==> config.mk <==
export PLATFORM = sky130hd
export DESIGN_NAME = output_sram_requester
export DESIGN_NICKNAME = d
export VERILOG_FILES = /design/src/rtl/osram_pkg.sv /design/src/rtl/osram_wrap_ptr.sv /design/src/rtl/output_sram_requester.sv
export SDC_FILE = /design/constraint.sdc
export NUM_CORES = 1
export LEC_CHECK = 0
export ABC_AREA = 1
export CAP_MARGIN = 20
export CORE_ASPECT_RATIO = 0.5
export CORE_UTILIZATION = 40
export CTS_CLUSTER_DIAMETER = 50
export CTS_CLUSTER_SIZE = 40
export DETAILED_ROUTE_END_ITERATION = 10
export GPL_TIMING_DRIVEN = 0
export HOLD_SLACK_MARGIN = 0.1
export PLACE_DENSITY = 0.82
export SKIP_LAST_GASP = 1
export SLEW_MARGIN = 20
export SYNTH_ARGS = -nofsm -noshare
export SYNTH_HDL_FRONTEND = slang
export SYNTH_SLANG_ARGS = --single-unit
==> constraint.sdc <==
create_clock -name clock -period 4.1 [get_ports clock]
set_input_delay 0.615 -clock clock [delete_from_list [all_inputs] [get_ports clock]]
set_output_delay 0.615 -clock clock [all_outputs]
set_load 0.005 [all_outputs]
==> src/rtl/osram_pkg.sv <==
// rtl/osram_pkg.sv - shared types and geometry for the output-SRAM requester
package osram_pkg;

    localparam int BANK_ROWS = 6;
    localparam int ROW_DEPTH = 2048;
    localparam int DEPTH     = BANK_ROWS * ROW_DEPTH;
    localparam int ADDR_W    = 14;
    localparam int DATA_W    = 64;

    typedef logic [ADDR_W-1:0] addr_t;
    typedef logic [DATA_W-1:0] data_t;

    typedef enum logic [2:0] {
        IDLE,
        WR_REQ,
        WR_WAIT,
        RD_REQ,
        RD_WAIT,
        RD_OUT
    } state_t;

endpackage

==> src/rtl/osram_wrap_ptr.sv <==
// rtl/osram_wrap_ptr.sv - loadable word pointer that increments and wraps at DEPTH
module osram_wrap_ptr #(
    parameter int DEPTH  = osram_pkg::DEPTH,
    parameter int ADDR_W = osram_pkg::ADDR_W
) (
    input  logic              clock,
    input  logic              reset,
    input  logic              load,
    input  logic [ADDR_W-1:0] load_value,
    input  logic              inc,
    output logic [ADDR_W-1:0] value
);

    always_ff @(posedge clock) begin
        if (reset) begin
            value <= '0;
        end else if (load) begin
            value <= load_value;
        end else if (inc) begin
            // Wrap explicitly: DEPTH is not a power of two
            value <= (value == ADDR_W'(DEPTH - 1)) ? '0 : value + 1'b1;
        end
    end

endmodule

==> src/rtl/output_sram_requester.sv <==
// rtl/output_sram_requester.sv - output-SRAM write/drain requester; optional OSRAM_REQ_TIMEOUT_EN
module output_sram_requester #(
    parameter int DEPTH          = osram_pkg::DEPTH,
    parameter int ADDR_W         = osram_pkg::ADDR_W,
    parameter int DATA_W         = osram_pkg::DATA_W,
    parameter int TIMEOUT_CYCLES = 16
) (
    input  logic              clock,
    input  logic              reset,
    input  logic              wr_valid,
    input  logic [DATA_W-1:0] wr_data,
    output logic              wr_ready,
    input  logic              wr_base_load,
    input  logic [ADDR_W-1:0] wr_base,
    input  logic              drain_start,
    input  logic [ADDR_W-1:0] drain_base,
    input  logic [ADDR_W-1:0] drain_len,
    output logic              drain_busy,
    output logic              out_valid,
    output logic [DATA_W-1:0] out_data,
    input  logic              out_ready,
    output logic              w_en,
    output logic              r_en,
    output logic [31:0]       w_addr,
    output logic [31:0]       r_addr,
    output logic [DATA_W-1:0] w_d,
    input  logic [DATA_W-1:0] r_d,
    input  logic              w_done,
    input  logic              d_ready,
    output logic              err
);
    import osram_pkg::*;

    state_t            state;
    logic [ADDR_W-1:0] wr_ptr;
    logic [ADDR_W-1:0] rd_ptr;
    logic [ADDR_W-1:0] remaining;
    logic              wr_load;
    logic              wr_inc;
    logic              rd_inc;
    logic              wr_accept;
    logic              drain_ok;
    logic              timed_out;

    // A pointer load owns the cycle: it blocks writes and drains alike
    assign wr_load   = wr_base_load && (int'(wr_base) < DEPTH);
    assign wr_ready  = !reset && (state == IDLE) && !drain_busy && !drain_start && !wr_base_load;
    assign wr_accept = wr_valid && wr_ready;
    assign drain_ok  = (state == IDLE) && !drain_busy && drain_start && !wr_base_load
                     && (int'(drain_base) < DEPTH) && (drain_len != '0);
    assign wr_inc    = (state == WR_WAIT) && (w_done || timed_out);
    assign rd_inc    = (state == RD_OUT) && out_ready;

    // The drain pointer register is the read address; it only moves on a handshake
    assign r_addr    = 32'(rd_ptr);

    osram_wrap_ptr #(.DEPTH(DEPTH), .ADDR_W(ADDR_W)) u_wr_ptr (
        .clock      (clock),
        .reset      (reset),
        .load       (wr_load),
        .load_value (wr_base),
        .inc        (wr_inc),
        .value      (wr_ptr)
    );

    osram_wrap_ptr #(.DEPTH(DEPTH), .ADDR_W(ADDR_W)) u_rd_ptr (
        .clock      (clock),
        .reset      (reset),
        .load       (drain_ok),
        .load_value (drain_base),
        .inc        (rd_inc),
        .value      (rd_ptr)
    );

`ifdef OSRAM_REQ_TIMEOUT_EN
    localparam int TW = $clog2(TIMEOUT_CYCLES) + 1;
    logic [TW-1:0] wait_cnt;
    logic          waiting;
    logic          done_now;

    assign waiting   = (state == WR_WAIT) || (state == RD_WAIT);
    assign done_now  = ((state == WR_WAIT) && w_done) || ((state == RD_WAIT) && d_ready);
    assign timed_out = waiting && !done_now && (wait_cnt == TW'(TIMEOUT_CYCLES - 1));

    always_ff @(posedge clock) begin
        if (reset || !waiting) begin
            wait_cnt <= '0;
        end else begin
            wait_cnt <= wait_cnt + 1'b1;
        end
    end

    always_ff @(posedge clock) begin
        if (reset) begin
            err <= 1'b0;
        end else if (timed_out) begin
            err <= 1'b1;
        end
    end
`else
    assign timed_out = 1'b0;
    assign err       = 1'b0;
`endif

    always_ff @(posedge clock) begin
        if (reset) begin
            state      <= IDLE;
            w_en       <= 1'b0;
            r_en       <= 1'b0;
            w_addr     <= '0;
            w_d        <= '0;
            out_valid  <= 1'b0;
            out_data   <= '0;
            drain_busy <= 1'b0;
            remaining  <= '0;
        end else begin
            w_en <= 1'b0;
            r_en <= 1'b0;
            case (state)
                IDLE: begin
                    if (drain_ok) begin
                        state      <= RD_REQ;
                        r_en       <= 1'b1;
                        remaining  <= drain_len;
                        drain_busy <= 1'b1;
                    end else if (wr_accept) begin
                        state  <= WR_REQ;
                        w_en   <= 1'b1;
                        w_addr <= 32'(wr_ptr);
                        w_d    <= wr_data;
                    end
                end
                WR_REQ:  state <= WR_WAIT;
                WR_WAIT: begin
                    if (w_done || timed_out) state <= IDLE;
                end
                RD_REQ:  state <= RD_WAIT;
                RD_WAIT: begin
                    if (d_ready) begin
                        out_data  <= r_d;
                        out_valid <= 1'b1;
                        state     <= RD_OUT;
                    end else if (timed_out) begin
                        state      <= IDLE;
                        drain_busy <= 1'b0;
                    end
                end
                RD_OUT: begin
                    if (out_ready) begin
                        out_valid <= 1'b0;
                        remaining <= remaining - 1'b1;
                        if (remaining == ADDR_W'(1)) begin
                            state      <= IDLE;
                            drain_busy <= 1'b0;
                        end else begin
                            state <= RD_REQ;
                            r_en  <= 1'b1;
                        end
                    end
                end
                default: state <= IDLE;
            endcase
        end
    end

endmodule

### After elaboration in Yosys (flattened, before gate mapping)

Index checks and enable logic that the tools add are counted.

| cells by class | value |
|---|---|
| equality and inequality tests | 14 |
| $lt $le $gt $ge | 2 |
| add/sub/neg operators | 3 |
| bitwise logic cells | 2 |
| reduce and logical (&&, ||, !) cells | 30 |
| multiplexer cells | 28 |

Operators by type and width:

| operator | number |
|---|---|
| 14-bit 2-to-1 mux | 8 |
| 14-bit by 1-bit adder with 14-bit output (second input constant) | 2 |
| 14-bit == test (second input constant) | 2 |
| 14-bit < comparator (second input constant) | 2 |
| 14-bit case mux with 2 select lines | 1 |
| 3-bit case mux with 6 select lines | 1 |
| 3-bit 2-to-1 mux | 5 |
| 14-bit by 1-bit == test with 1-bit output (second input constant) | 1 |
| 14-bit nonzero test | 1 |
| 14-bit by 1-bit subtractor with 14-bit output (second input constant) | 1 |
| 1-bit logical AND | 13 |
| 1-bit 2-to-1 mux | 9 |
| 3-bit AND reduction | 3 |
| 2-bit != test (second input constant) | 4 |
| 4-bit AND reduction | 2 |
| 2-bit nonzero test | 4 |
| 3-bit by 2-bit == test with 1-bit output (second input constant) | 2 |
| 3-bit == test (second input constant) | 2 |
| 1-bit case mux with 2 select lines | 3 |
| 1-bit logical NOT | 4 |
| 3-bit by 1-bit == test with 1-bit output (second input constant) | 1 |
| 3-bit logical NOT | 1 |
| 3-bit != test (second input constant) | 1 |
| 3-bit OR reduction | 1 |
| 4 further kinds | 5 |

| storage, ports and cells | value |
|---|---|
| output and inout port bits | 198 |
| bits in registers | 191 |
| bits of input ports | 178 |
| logic and storage cells | 90 |

### Logic depth before layout (Yosys ltp)

Gate-level depths: netlist (run 1).

| depth | value |
|---|---|
| word-level depth | 9 |
| gate-level depth with buffers | 11 |

### Hierarchy

From an unflattened synthesis (run 1), not the netlist that was laid out.

| second synthesis, totals | value |
|---|---|
| cell total of the unflattened synthesis | 1177 |
| area, all modules | 8600.7 um2 |

Modules (own cells, without submodules):

| module | area each (um2) | cells each | times used |
|---|---|---|---|
| output_sram_requester | 6691.4 | 913 | 1 |
| osram_wrap_ptr | 954.7 | 132 | 2 |

### Worst setup path after synthesis (run 1)

No wires, ideal clock.

| path | value |
|---|---|
| kind | input-to-output |
| from | in reset |
| to | out wr_ready |
| path slack | 2.300 ns |
| arrival time | 1.185 ns |
| cell stages on the path | 3 |
| data required time | 3.485 ns |
| buffers on the path | 2 |
| path through | clkbuf_1 -> clkbuf_1 -> nor3_1 |

| on the way | value |
|---|---|
| cells in the longest elaborated chain, start to end | 5 |

RTL lines:

| item | RTL line | source |
|---|---|---|
| start: declaration | output_sram_requester.sv:9 | `input logic reset,` |
| 1-bit logical NOT | output_sram_requester.sv:47 | `assign wr_ready = !reset && (state == IDLE) && !drain_busy && !drain_start && !wr_base_load;` |
| 1-bit logical AND (4 in a row) | output_sram_requester.sv:47 |  |
| end: declaration | output_sram_requester.sv:12 | `output logic wr_ready,` |

No other way between the ends.

### Worst setup path after layout (run 1)

| path | value |
|---|---|
| from | in wr_base_load |
| to | out wr_ready |

| on the way | value |
|---|---|
| cells in the longest elaborated chain, start to end | 2 |

RTL lines:

| item | RTL line | source |
|---|---|---|
| start: declaration | output_sram_requester.sv:13 | `input logic wr_base_load,` |
| 1-bit logical NOT | output_sram_requester.sv:47 |  |
| 1-bit logical AND | output_sram_requester.sv:47 |  |

No other way between the ends.

==> flow_summary.ini, run 1 <==
[setup_path]
critPathCaptureType = output pin
worstSetupPathType = in -> out
reg2reg_slack_ns = 2.22
rr_worst_depth = 8
required_ns = 3.48
r2r-start = u_rd_ptr.value[0]$_SDFFE_PP0P_
setup.worst_path.start_class = primary input
path_max_fanout = 4
worstPathArrival_ns = 2.19
reg2reg_to = u_rd_ptr.value[5]$_SDFFE_PP0P_

[drt]
drt-vias-per-instance = 4.847
post_drt_wl_per_cell_um = 15.02
drt_first_pass_iters = 5
wirelength_um = 28630
drcViolationCount = 0
drt_iter0_drc = 704
antenna_left = 0
num_vias = 9239

[worst_hold_path]
hold_path_end = out_data[33]$_SDFFE_PP0P_
min_path_cells = 2
min_from = out_data[33]$_SDFFE_PP0P_
hold_class = reg -> reg

[sta]
setup_viol_count_final = 0
tightest_slew_ns = 0.6716
clock.fmax_ghz = 0.3563
rsz0062_at_grt = no
hold_ws_ns = 0.4429
finalHoldViolations = 0
finClkSkew_ns = 0.01054
relSlewSlack_pct = 55.23
setup_ws_ns = 1.293
slew_violations = 0
fin_crit_sh_pct = 68.45
min_period_ns = 2.807
fin_setup_tns_ns = 0

[layout]
drive_gt1_share_pct = 7.287
syn2layout_area_growth_pct = 51.91
num-fill-cells = 1879
layout.nets = 1802
seqCellArea_um2 = 3824
final_core_util_pct = 62.79
multiInputGateArea_um2 = 3826
mostFrequentLayoutCells = clkdlybuf4s50_1, nand2_1, dfxtp_1
n_antenna_cell = 0
mostFrequentLayoutCell = clkdlybuf4s50_1

[cts]
cts_max_level = 4
postCtsResizedCells = 0
clk_pin_slew_worst_paths_ns = 0.07
hold_buffers = 0
cts_tree = yes
cts_root_buf = clkbuf_16
post_cts_buffers = 0
cts_max_path_buffers = 2
clock-sinks = 191
clk_latency_ns = 0.43
cts_inserted_buffers = 17

[placement]
hpwl_um = 21560
routabilityCongestion = 0.9338
preCtsSetupSlack_ns = 1.291
portBuffers = 337

[floorplan]
die-area_um2 = 22110
dieHeight_um = 105.6
row_count = 37
initial_core_util_pct = 41.34
ioPinCount = 376
dieWidth_um = 209.3
design.core.area_um2 = 20790

[flow_run]
cap_violations = 0

[grt]
grt_start_max_net_pins = 18
antenna_found_initial = 0
grt_remaining_overflow = 0
track_usage_pct = 25.42
grt_pass1_wl_um = 44440
grt_pass1_vias = 8466

[power]
cellPowerDensity_nw_per_um2 = 369.0
vdd_drop_max_v = 0.0002417
p_leak_nw = 5.043
power_mw = 4.816

[synthesis]
synthesis.area_um2 = 8592
ys_seq_area_share_pct = 44.50
syn_inst = 1228
avgSynthCellArea_um2 = 6.997
yosysUniqueCellTypes = 36
yosys_most_used_dff = dfxtp_1
synth-seq-cells = 191
yosysWarnings = 0
synth_top_area_share_pct = 44.50
synthArstFlopShare_pct = 0
synth_top_area_cell = dfxtp_1
synth_edf_count = 0
synthTopCellsByArea = dfxtp_1, nand2_1, a21oi_1

[status]
outcome = finished, final reports clean
-- synthesized netlist by cell type (10+ instances only) --
library cell,instances
nor2_1,84
o21ai_0,98
a21oi_1,180
inv_1,122
nand3_1,52
dfxtp_1,191
clkbuf_1,34
nand4_1,20
nand2_1,324
nor3_1,10
buf_4,48
buf_2,16
-- worst max-delay path, stage by stage --
cell and delay, ns:
clkdlybuf4s50_1 0.51, nor2_1 0.21, nand3_4 0.13, nor3_1 0.14
clkdlybuf4s50_1 0.59
-- how the worst max path moves through the flow --
stage	from	endpoint	slack, ns	cells after the start
2_1_floorplan	reset	wr_ready	2.30	3
3_3_place_gp	wr_base_load	wr_ready	1.29	5
3_5_place_dp	wr_base_load	wr_ready	1.29	5
4_1_cts	wr_base_load	wr_ready	1.29	5
5_1_grt	wr_base_load	wr_ready	1.23	5
6_report	wr_base_load	wr_ready	1.29	5
-- logic make-up after synthesis --
group           synth area share (%)
mux                           0.1165
xor+xnor                      0.7136
compound gates                 16.83
simple gates                   24.67
fa+ha+maj                     0.5825
flops                          44.50
buf+inv                        12.54
other cells                  0.04365
-- per-stage QoR --
stage	instance area [µm²]	instances
after floorplan	8727	1264
after global placement	12440	1874
after detailed placement	12440	1874
after CTS	13050	1906
after global routing	13050	1906
final	13050	1906
-- per-layer routing --
layer	vias up	share of wire, %	wire, µm	track usage (%)
met5	-	0	0	0
met4	0	1.8	507	7.668
met3	40	7.4	2130	5.840
met2	365	48	13670	43.90
met1	4182	43	12320	31.55
li1	4652	-	-	-
-- final cells by class --
type,count,share of cell area [%]
timing repair buffer,337,25.84
clock buffer,18,3.288
buffer,101,4.496
clock inverter,14,1.390
multi-input combinational,842,29.31
tap,273,2.617
sequential,191,29.29
inverter,130,3.758
-- sequential cells by signal, indices dropped and copies added (netlist names) --
signal,count
u_wr_ptr.value,14
u_rd_ptr.value,14
out_data,64
w_addr,14
state,3
drain_busy,1
w_en,1
remaining,14
r_en,1
w_d,64
out_valid,1
-- power by group --
group | switching [mW] | leakage (nW) | total [mW] | internal [mW]
sequential | 0.0990 | 1.54 | 2.06 | 1.96
combinational | 0.507 | 3.21 | 1.00 | 0.493
clock | 0.781 | 0.290 | 1.76 | 0.975
No activity file was read; power rests on OpenSTA's default activity.
==> run 2, diff against run 1 <==
Settings changed: CORE_UTILIZATION 40 to 38, PLACE_DENSITY 0.82 to 0.81.
Clock period 4.1 ns to 2.29 ns, I/O delays scaled along.
==> run 2 against run 1 <==
Design area is essentially flat. First-iteration DRC count shrank 24%. Routed wire length shrank 1.9%. Via count shrank 1.2%. Critical endpoint unchanged.
==> flow_summary.ini, run 2 (same netlist as run 1, synthesis figures left out) <==
[worst_hold_path]
min_from = out_data[27]$_SDFFE_PP0P_
hold_path_end = out_data[27]$_SDFFE_PP0P_
hold_class = reg -> reg
min_path_cells = 2

[setup_path]
worstPathArrival_ns = 1.87
critical_path.cell_chain = clkdlybuf4s50_1 > nor2_2 > nand3_4 > nor3_1 > clkdlybuf4s50_1
slowest_stage = clkdlybuf4s50_1
reg2reg_to = u_rd_ptr.value[9]$_SDFFE_PP0P_
cp_top_family = buffers and inverters
critPathCaptureType = output pin
cpMostUsedCell = clkdlybuf4s50_1
r2r-start = u_rd_ptr.value[0]$_SDFFE_PP0P_
setup.worst_path.start_class = primary input
cp_slowest_stage_delay_ns = 0.58
worstSetupPathType = in -> out
required_ns = 1.95
reg2reg_slack_ns = 0.42
rr_worst_depth = 8
crit_buf_inv = 2
path_max_fanout = 4

[cts]
clk_latency_ns = 0.44
cts_max_level = 4
cts_tree = yes
cts_max_path_buffers = 2
clk_pin_slew_worst_paths_ns = 0.07
hold_buffers = 0
cts_root_buf = clkbuf_16
cts_inserted_buffers = 17
clock-sinks = 191

[grt]
grt_pass1_wl_um = 43040
antenna_found_initial = 1
busiest_layer = met2
met1_usage_pct = 29.19
grt_start_max_net_pins = 18
grt_pass1_vias = 8240
track_usage_pct = 23.60
grt_remaining_overflow = 0
grt_util_met3_pct = 5.345
use_met2_pct = 40.77

[floorplan]
die-area_um2 = 23250
dieWidth_um = 214.7
design.core.area_um2 = 21920
row_count = 38
ioPinCount = 376
dieHeight_um = 108.3
initial_core_util_pct = 39.20

[layout]
drive_gt1_share_pct = 7.410
syn2layout_area_growth_pct = 52.00
mostFrequentLayoutCells = clkdlybuf4s50_1, nand2_1, dfxtp_1
layout.nets = 1802
reg_top3 = out_data: 64 flops, w_d: 64 flops
mostFrequentLayoutCell = clkdlybuf4s50_1
n_antenna_cell = 0

[power]
power_mw = 8.478
internal_power_mw = 6.018
vdd_drop_max_v = 0.0004166
p_leak_nw = 5.038
switchingPower_mw = 2.460
power.share.sequential_pct = 43.5
p_sw_share_pct = 29.02
cellPowerDensity_nw_per_um2 = 649.2
clkPwrFrac_pct = 35.4
power_frac_comb_pct = 21.0

[placement]
portBuffers = 337
hpwl_um = 21490
routabilityCongestion = 0.9385
preCtsSetupSlack_ns = 0.03754

[sta]
finClkSkew_ns = 0.01471
relSlewSlack_pct = 55.80
clock.fmax_ghz = 0.4523
setup_ws_ns = 0.07914
rsz0062_at_grt = no
min_period_ns = 2.211
setup_viol_count_final = 0
tightest_slew_ns = 0.6630
fin_setup_tns_ns = 0
slew_violations = 0
fin_crit_sh_pct = 96.54
finalHoldViolations = 0

[drt]
drcViolationCount = 0
antenna_left = 0
wirelength_um = 28080
num_vias = 9127
drt_iter0_drc = 534
drt_first_pass_iters = 5
post_drt_wl_per_cell_um = 14.53
drt-vias-per-instance = 4.722

[flow_run]
cap_violations = 0

[status]
outcome = finished, final reports clean
## run 2: cell types whose count changed in the layout (fill, tap and decap cells not counted)
cell and delta:
nor2_1 -1, inv_8 -1, inv_6 +1, clkinv_2 +3, clkbuf_1 -1, clkinvlp_4 -1
nor2_2 +1, bufinv_16 -1
## run 2: area by class of cell
type	count	area [µm²]
fillers	2067	8859
multi-input cells	842	3829
flip-flops and latches	191	3824
repair buffers	337	3373
plain buffers	101	586.8
inverters	130	490.5
clock buffers	17	425.4
well taps	300	375.4
clock inverters	15	156.4
## run 2: worst max-delay path by stage
| stage | slack [ns] | endpoint | depth (start not counted) | start |
|---|---|---|---|---|
| 5_1_grt | 0.02 | wr_ready | 4 | reset |
| 6_report | 0.08 | wr_ready | 5 | wr_base_load |
| 3_3_place_gp | 0.04 | wr_ready | 5 | wr_base_load |
| 2_1_floorplan | 0.82 | u_wr_ptr.value[7]$_SDFFE_PP0P_ | 8 | u_wr_ptr.value[1]$_SDFFE_PP0P_ |
| 3_5_place_dp | 0.04 | wr_ready | 5 | wr_base_load |
| 4_1_cts | 0.02 | wr_ready | 5 | wr_base_load |
## run 2: tightest hold or removal path, stage by stage (launching register included)
cell	delay [ns]
dfxtp_1	0.31
inv_1	0.04
a21oi_1	0.05
## run 2: per-stage QoR
step                      hold slack (ns)  util, %  area, µm²  std cells
final                              0.4430    59.58      13060       1933
after global routing               0.4459    59.58      13060       1933
after CTS                          0.4342    59.57      13060       1933
after detailed placement           0.4359    56.92      12480       1901
after global placement             0.4312    56.92      12480       1901
after floorplan                    0.4402        -       8727       1264
## run 2: timing repair
action / CTS / global route
gates resized for setup: 0 / 1
endpoints found under the setup margin: 0 / 1
setup buffers: 0 / 0
## run 2: power groups by stage
stage | clock [mW] | combinational, mW | sequential, mW
floorplan | 0 | 0.956 | 3.74
global placement | 0 | 1.76 | 3.76
detailed placement | 0 | 1.77 | 3.76
CTS | 3.07 | 1.78 | 3.69
global route | 3.21 | 1.99 | 3.71
finish | 3.00 | 1.78 | 3.69
## run 2: per-layer routing
metal | up-vias | part of all wire (%)
met5 | - | 0
met4 | 0 | 2.0
met3 | 40 | 6.0
met2 | 293 | 48
met1 | 4146 | 44
li1 | 4648 | -
==> RTL edit 1, RTL diff (config.mk and constraints of run 1) <==
The option `OSRAM_REQ_TIMEOUT_EN` is turned on by a define.
--- a/src/rtl/output_sram_requester.sv
+++ b/src/rtl/output_sram_requester.sv
@@ -1,4 +1,6 @@
 // rtl/output_sram_requester.sv - output-SRAM write/drain requester; optional OSRAM_REQ_TIMEOUT_EN
+`define OSRAM_REQ_TIMEOUT_EN
+
 module output_sram_requester #(
     parameter int DEPTH          = osram_pkg::DEPTH,
     parameter int ADDR_W         = osram_pkg::ADDR_W,
Behaviour: no difference found for any inputs over 4 cycles, from zero or initial values and one cycle with reset high; that may be too few to reach the edited logic, so the function may still have changed.
==> RTL edit 1 against run 1 <==
  * Synthesized area increased by 4.6%
  * Routed wire length increased by 3.8%
  * Sequential cell count grew 6
  * Total power is 13% higher
  * Maximum frequency rose by 5.6%
  * Setup slack better by 0.15 ns
  * Sequential power is 8% higher
  * Utilization fell by 1.3 points
  * Non-clock buffer count is 1 lower
  * Cell area increased by 3.1%
  * Critical path type unchanged
  * Critical endpoint unchanged
  * Largest cell class is now multi-input combinational cells
  * Largest power group unchanged
==> RTL edit 1: results (changes against run 1) <==
status=finished clean (unchanged); First DRT Iteration DRCs=618 (was 704); hpwl dp=22.64 mm (was 21.56 mm); worst hold slack=0.4545 ns (was 0.4429 ns); CP max stage delay=0.54 ns (was 0.59 ns); drt drc=0 (unchanged); post-synthesis mux area share=0% (was 0.1165%); Inserted Diodes=0 (unchanged); synth unique cells=43 (was 36); worst slew pin tran=0.7972 ns (was 0.6716 ns); Top Registers=out_data x64, w_d x64 (unchanged); routability cong.=0.9314 (was 0.9338); largest net degree at the start of global routing=18 (unchanged); clk_lat worst skew=0.44 ns; fraction of layout cells with a size suffix above 1=9.988% (was 7.287%); drt total wl=29.71 mm (was 28.63 mm); Worst Hold End=wait_cnt[0]$_SDFF_PP0_ (was out_data[33]$_SDFFE_PP0P_); vias in the first global route=8445 (was 8466); Post-synth top flop=dfxtp_1 (unchanged); Worst Setup SP=wr_base_load (unchanged); Static Leakage=5.212 nW (was 5.043 nW); worst hold path depth=1 (was 2); XOR/XNOR Fraction of Synth Area=1.364% (was 0.7136%); antenna violations before repair=0 (unchanged); R2R Path End=u_wr_ptr.value[10]$_SDFFE_PP0P_ (was u_rd_ptr.value[5]$_SDFFE_PP0P_); reg2reg path depth=12 (was 8); clock period minus final worst setup slack=2.658 ns (was 2.807 ns); Worst-path clk slew=0.07 ns (about the same); first-pass detailed-route iteration total=5 (unchanged); post_cts resized=0 (unchanged); crit-path leading delay family=buffers and inverters (unchanged); largest cells by area after synthesis=dfxtp_1 (44%), nand2_1 (13%), nor2_1 (9.3%) (was dfxtp_1 (45%), nand2_1 (14%), a21oi_1 (10%)); DR vias/cell=4.757 (was 4.847); most frequent cells after synthesis=nand2_1 (301), nor2_1 (223), dfxtp_1 (197) (was nand2_1 (324), dfxtp_1 (191), a21oi_1 (180)); DRT antenna net count=0 (unchanged); crit path to=wr_ready (unchanged); Synth async-reset ratio=0% (unchanged); M2 GR Usage=41.79% (was 43.90%); All-Layer GR Usage=25.03% (was 25.42%); Worst VDD drop=0.2726 mV (was 0.2417 mV); grt met1 use=32.34% (was 31.55%); GR Layer Usage met3=5.682% (was 5.840%); worst clock skew=0.01309 ns (was 0.01054 ns); worst r2r src=wait_cnt[0]$_SDFF_PP0_ (was u_rd_ptr.value[0]$_SDFFE_PP0P_); synth warn=0 (unchanged); Port Buffers=338 (was 337); Nets=1823 (was 1802); reg2reg setup slack=2.33 ns (was 2.22 ns); pre-CTS setup slack=1.422 ns (was 1.291 ns); worst endpoint data arrival time=2.04 ns (was 2.19 ns); CP max stage cell=clkdlybuf4s50_1 (unchanged); Post-Synth Adder-Cell Area=0.8353% (was 0.5825%); Max FO, Critical Path=3 (was 4); register area share after synthesis=43.88% (was 44.50%); first-pass GRT wire length=45.22 mm (was 44.44 mm); Synth Area in Compound Gates=14.10% (was 16.83%); HP Start=wait_cnt[0]$_SDFF_PP0_ (was out_data[33]$_SDFFE_PP0P_); combinational family with the most area after synthesis=simple AND/OR/NAND/NOR gates (unchanged); htree depth=4 (unchanged)
[RTL edit 1: metrics by stage]
stage	utilization [%]	power (mW)	std cells	cell area [um2]
2_1_floorplan	-	3.102	1282	9119
3_3_place_gp	58.88	3.740	1920	12880
3_5_place_dp	58.88	3.760	1920	12880
4_1_cts	61.54	5.439	1952	13460
5_1_grt	61.54	5.724	1952	13460
6_report	61.54	5.426	1952	13460
[RTL edit 1: area by class of cell]
type / instances / area (um2)
timing repair buffer: 338 / 3383
sequential: 197 / 3944
inverter: 68 / 275.3
clock buffer: 19 / 432.9
tap: 300 / 375.4
buffer: 99 / 649.4
multi-input combinational: 918 / 4250
fill: 1986 / 8412
clock inverter: 13 / 148.9
[RTL edit 1: power breakdown]
group	internal [mW]	switching (mW)
registers	2.09	0.143
clock network	0.908	0.783
logic	0.736	0.765
[RTL edit 1: layer usage]
metal / routed length (um) / vias to the layer above
met5: 0 / -
li1: - / 4720
met1: 13170 / 4209
met4: 560 / 0
met3: 1871 / 42
met2: 14120 / 314
==> RTL edit 2, RTL diff (flow settings as in run 1) <==
Without the edit above. Re-encode `state_t` (6 states) as one-hot, 6 bits wide.
--- a/src/rtl/osram_pkg.sv
+++ b/src/rtl/osram_pkg.sv
@@ -10,13 +10,13 @@
     typedef logic [ADDR_W-1:0] addr_t;
     typedef logic [DATA_W-1:0] data_t;
 
-    typedef enum logic [2:0] {
-        IDLE,
-        WR_REQ,
-        WR_WAIT,
-        RD_REQ,
-        RD_WAIT,
-        RD_OUT
+    typedef enum logic [5:0] {
+        IDLE    = 6'b000001,
+        WR_REQ  = 6'b000010,
+        WR_WAIT = 6'b000100,
+        RD_REQ  = 6'b001000,
+        RD_WAIT = 6'b010000,
+        RD_OUT  = 6'b100000
     } state_t;
 
 endpackage
Formal check against the unedited RTL: no difference found for any inputs over 4 cycles, from zero or initial values and one cycle with reset high; so few cycles prove little.
==> RTL edit 2 against run 1 <==
  * Non-clock buffer count is 2 lower
  * Total power decreased by 11%
  * Count of clock-buffer cells in the layout increased by 4
  * Setup slack better by 0.0089 ns
  * Global-route usage hardly changed
  * Synthesized area grew 1.1%
  * Die area increased by 1.1%
  * Cell area up 0.70%
  * Routed wire length decreased by 0.31%
  * Utilization hardly changed
  * Highest routed layer unchanged
  * Critical path type unchanged
  * Sequential cell count up 3
==> RTL edit 2: results (changes against run 1) <==
All-Layer GR Usage=25.40% (was 25.42%); GR Layer Usage met3=6.204% (was 5.840%); Synth Area in Compound Gates=12.64% (was 16.83%); post_cts resized=0 (unchanged); met2 wire len=13.54 mm (was 13.67 mm); worst hold path depth=2 (unchanged); Routed wire per std cell=14.62 um (was 15.02 um); HP Start=out_valid$_SDFFE_PP0P_ (was out_data[33]$_SDFFE_PP0P_); first-pass detailed-route iteration total=5 (unchanged); largest net degree at the start of global routing=17 (was 18); power per cell area=326.5 nW/um2 (was 369.0 nW/um2); status=finished clean (unchanged); vias=9357 (was 9239); Max FO, Critical Path=2 (was 4); largest cells by area after synthesis=dfxtp_1 (45%), nor2_1 (16%), o21ai_0 (9.3%) (was dfxtp_1 (45%), nand2_1 (14%), a21oi_1 (10%)); DR vias/cell=4.794 (was 4.847); hpwl dp=21.50 mm (was 21.56 mm); final worst setup slack=1.302 ns (was 1.293 ns); detailed-routing wirelength on met1=12.39 mm (was 12.32 mm); sw power=1.109 mW (was 1.387 mW); synthesized instance count=1254 (was 1228); Port Buffers=338 (was 337); post-synthesis mux area share=0.2305% (was 0.1165%); htree depth=4 (unchanged); grt met1 use=31.81% (was 31.55%); placed cells=1920 (was 1874); routed length on met3=2.004 mm (was 2.130 mm); pre-CTS setup slack=1.256 ns (was 1.291 ns); P_seq=1.99 mW (was 2.06 mW); M2 GR Usage=42.55% (was 43.90%); vias in the first global route=8653 (was 8466); Worst Setup SP=drain_start (was wr_base_load); P_clk=1.65 mW (was 1.76 mW); Worst VDD drop=0.2521 mV (was 0.2417 mV); footprint of the multi-input gates=4083 um2 (was 3826 um2); number of fill cells in the layout=1877 (was 1879); most frequent cells after synthesis=nor2_1 (366), dfxtp_1 (194), nand2_1 (179) (was nand2_1 (324), dfxtp_1 (191), a21oi_1 (180)); synth unique cells=40 (was 36); reg2reg setup slack=2.05 ns (was 2.22 ns); Worst Hold End=out_valid$_SDFFE_PP0P_ (was out_data[33]$_SDFFE_PP0P_); worst slew pin tran=0.6158 ns (was 0.6716 ns); XOR/XNOR Fraction of Synth Area=0.9077% (was 0.7136%); Nets=1829 (was 1802); first-pass GRT wire length=44.73 mm (was 44.44 mm); R2R Path End=u_rd_ptr.value[7]$_SDFFE_PP0P_ (was u_rd_ptr.value[5]$_SDFFE_PP0P_); fraction of layout cells with a size suffix above 1=7.108% (was 7.287%); dpl cell area=12570 um2 (was 12440 um2); First DRT Iteration DRCs=599 (was 704); Static Leakage=5.475 nW (was 5.043 nW); routability cong.=0.9052 (was 0.9338); Tightest Hold Check Type=reg -> reg (unchanged); Post-Synth Adder-Cell Area=0.5763% (was 0.5825%); reg2reg path depth=10 (was 8); CP max stage delay=0.54 ns (was 0.59 ns); register area share after synthesis=44.72% (was 44.50%); worst clock skew=0.01070 ns (was 0.01054 ns); worst r2r src=u_rd_ptr.value[0]$_SDFFE_PP0P_ (unchanged); worst hold slack=0.4639 ns (was 0.4429 ns); Worst-path clk slew=0.07 ns (about the same)
[RTL edit 2: cell types whose count changed in the layout (fill, tap and decap cells not counted), sizes merged, moves of 6 or more]
cell           run 1  this run
nor2              87       370
a21oi            181        34
nand2            328       183
o21ai             98       174
inv              136        77
nand3             53        66
clkbuf            52        58
[RTL edit 2: tightest hold or removal path, cell delays in order, from the launching register on]
cell     delay (ns)
dfxtp_1        0.31
nand2_1        0.06
a21oi_1        0.05
[RTL edit 2: cell type report]
class | instances | area share (%)
multi-input cells | 921 | 31.06
plain buffers | 98 | 4.274
inverters | 77 | 2.218
repair buffers | 338 | 25.74
flip-flops and latches | 194 | 29.55
well taps | 292 | 2.780
clock buffers | 22 | 3.608
clock inverters | 10 | 0.7711
[RTL edit 2: kinds of logic (layout without fill, tap and decap cells)]
group | count (synthesis) | in the layout
fa+ha+maj | 4 | 4
mux | 2 | 2
simple gates | 653 | 653
xor+xnor | 9 | 9
buf+inv | 175 | 545
compound gates | 216 | 216
flops | 194 | 194
other cells | 1 | 37
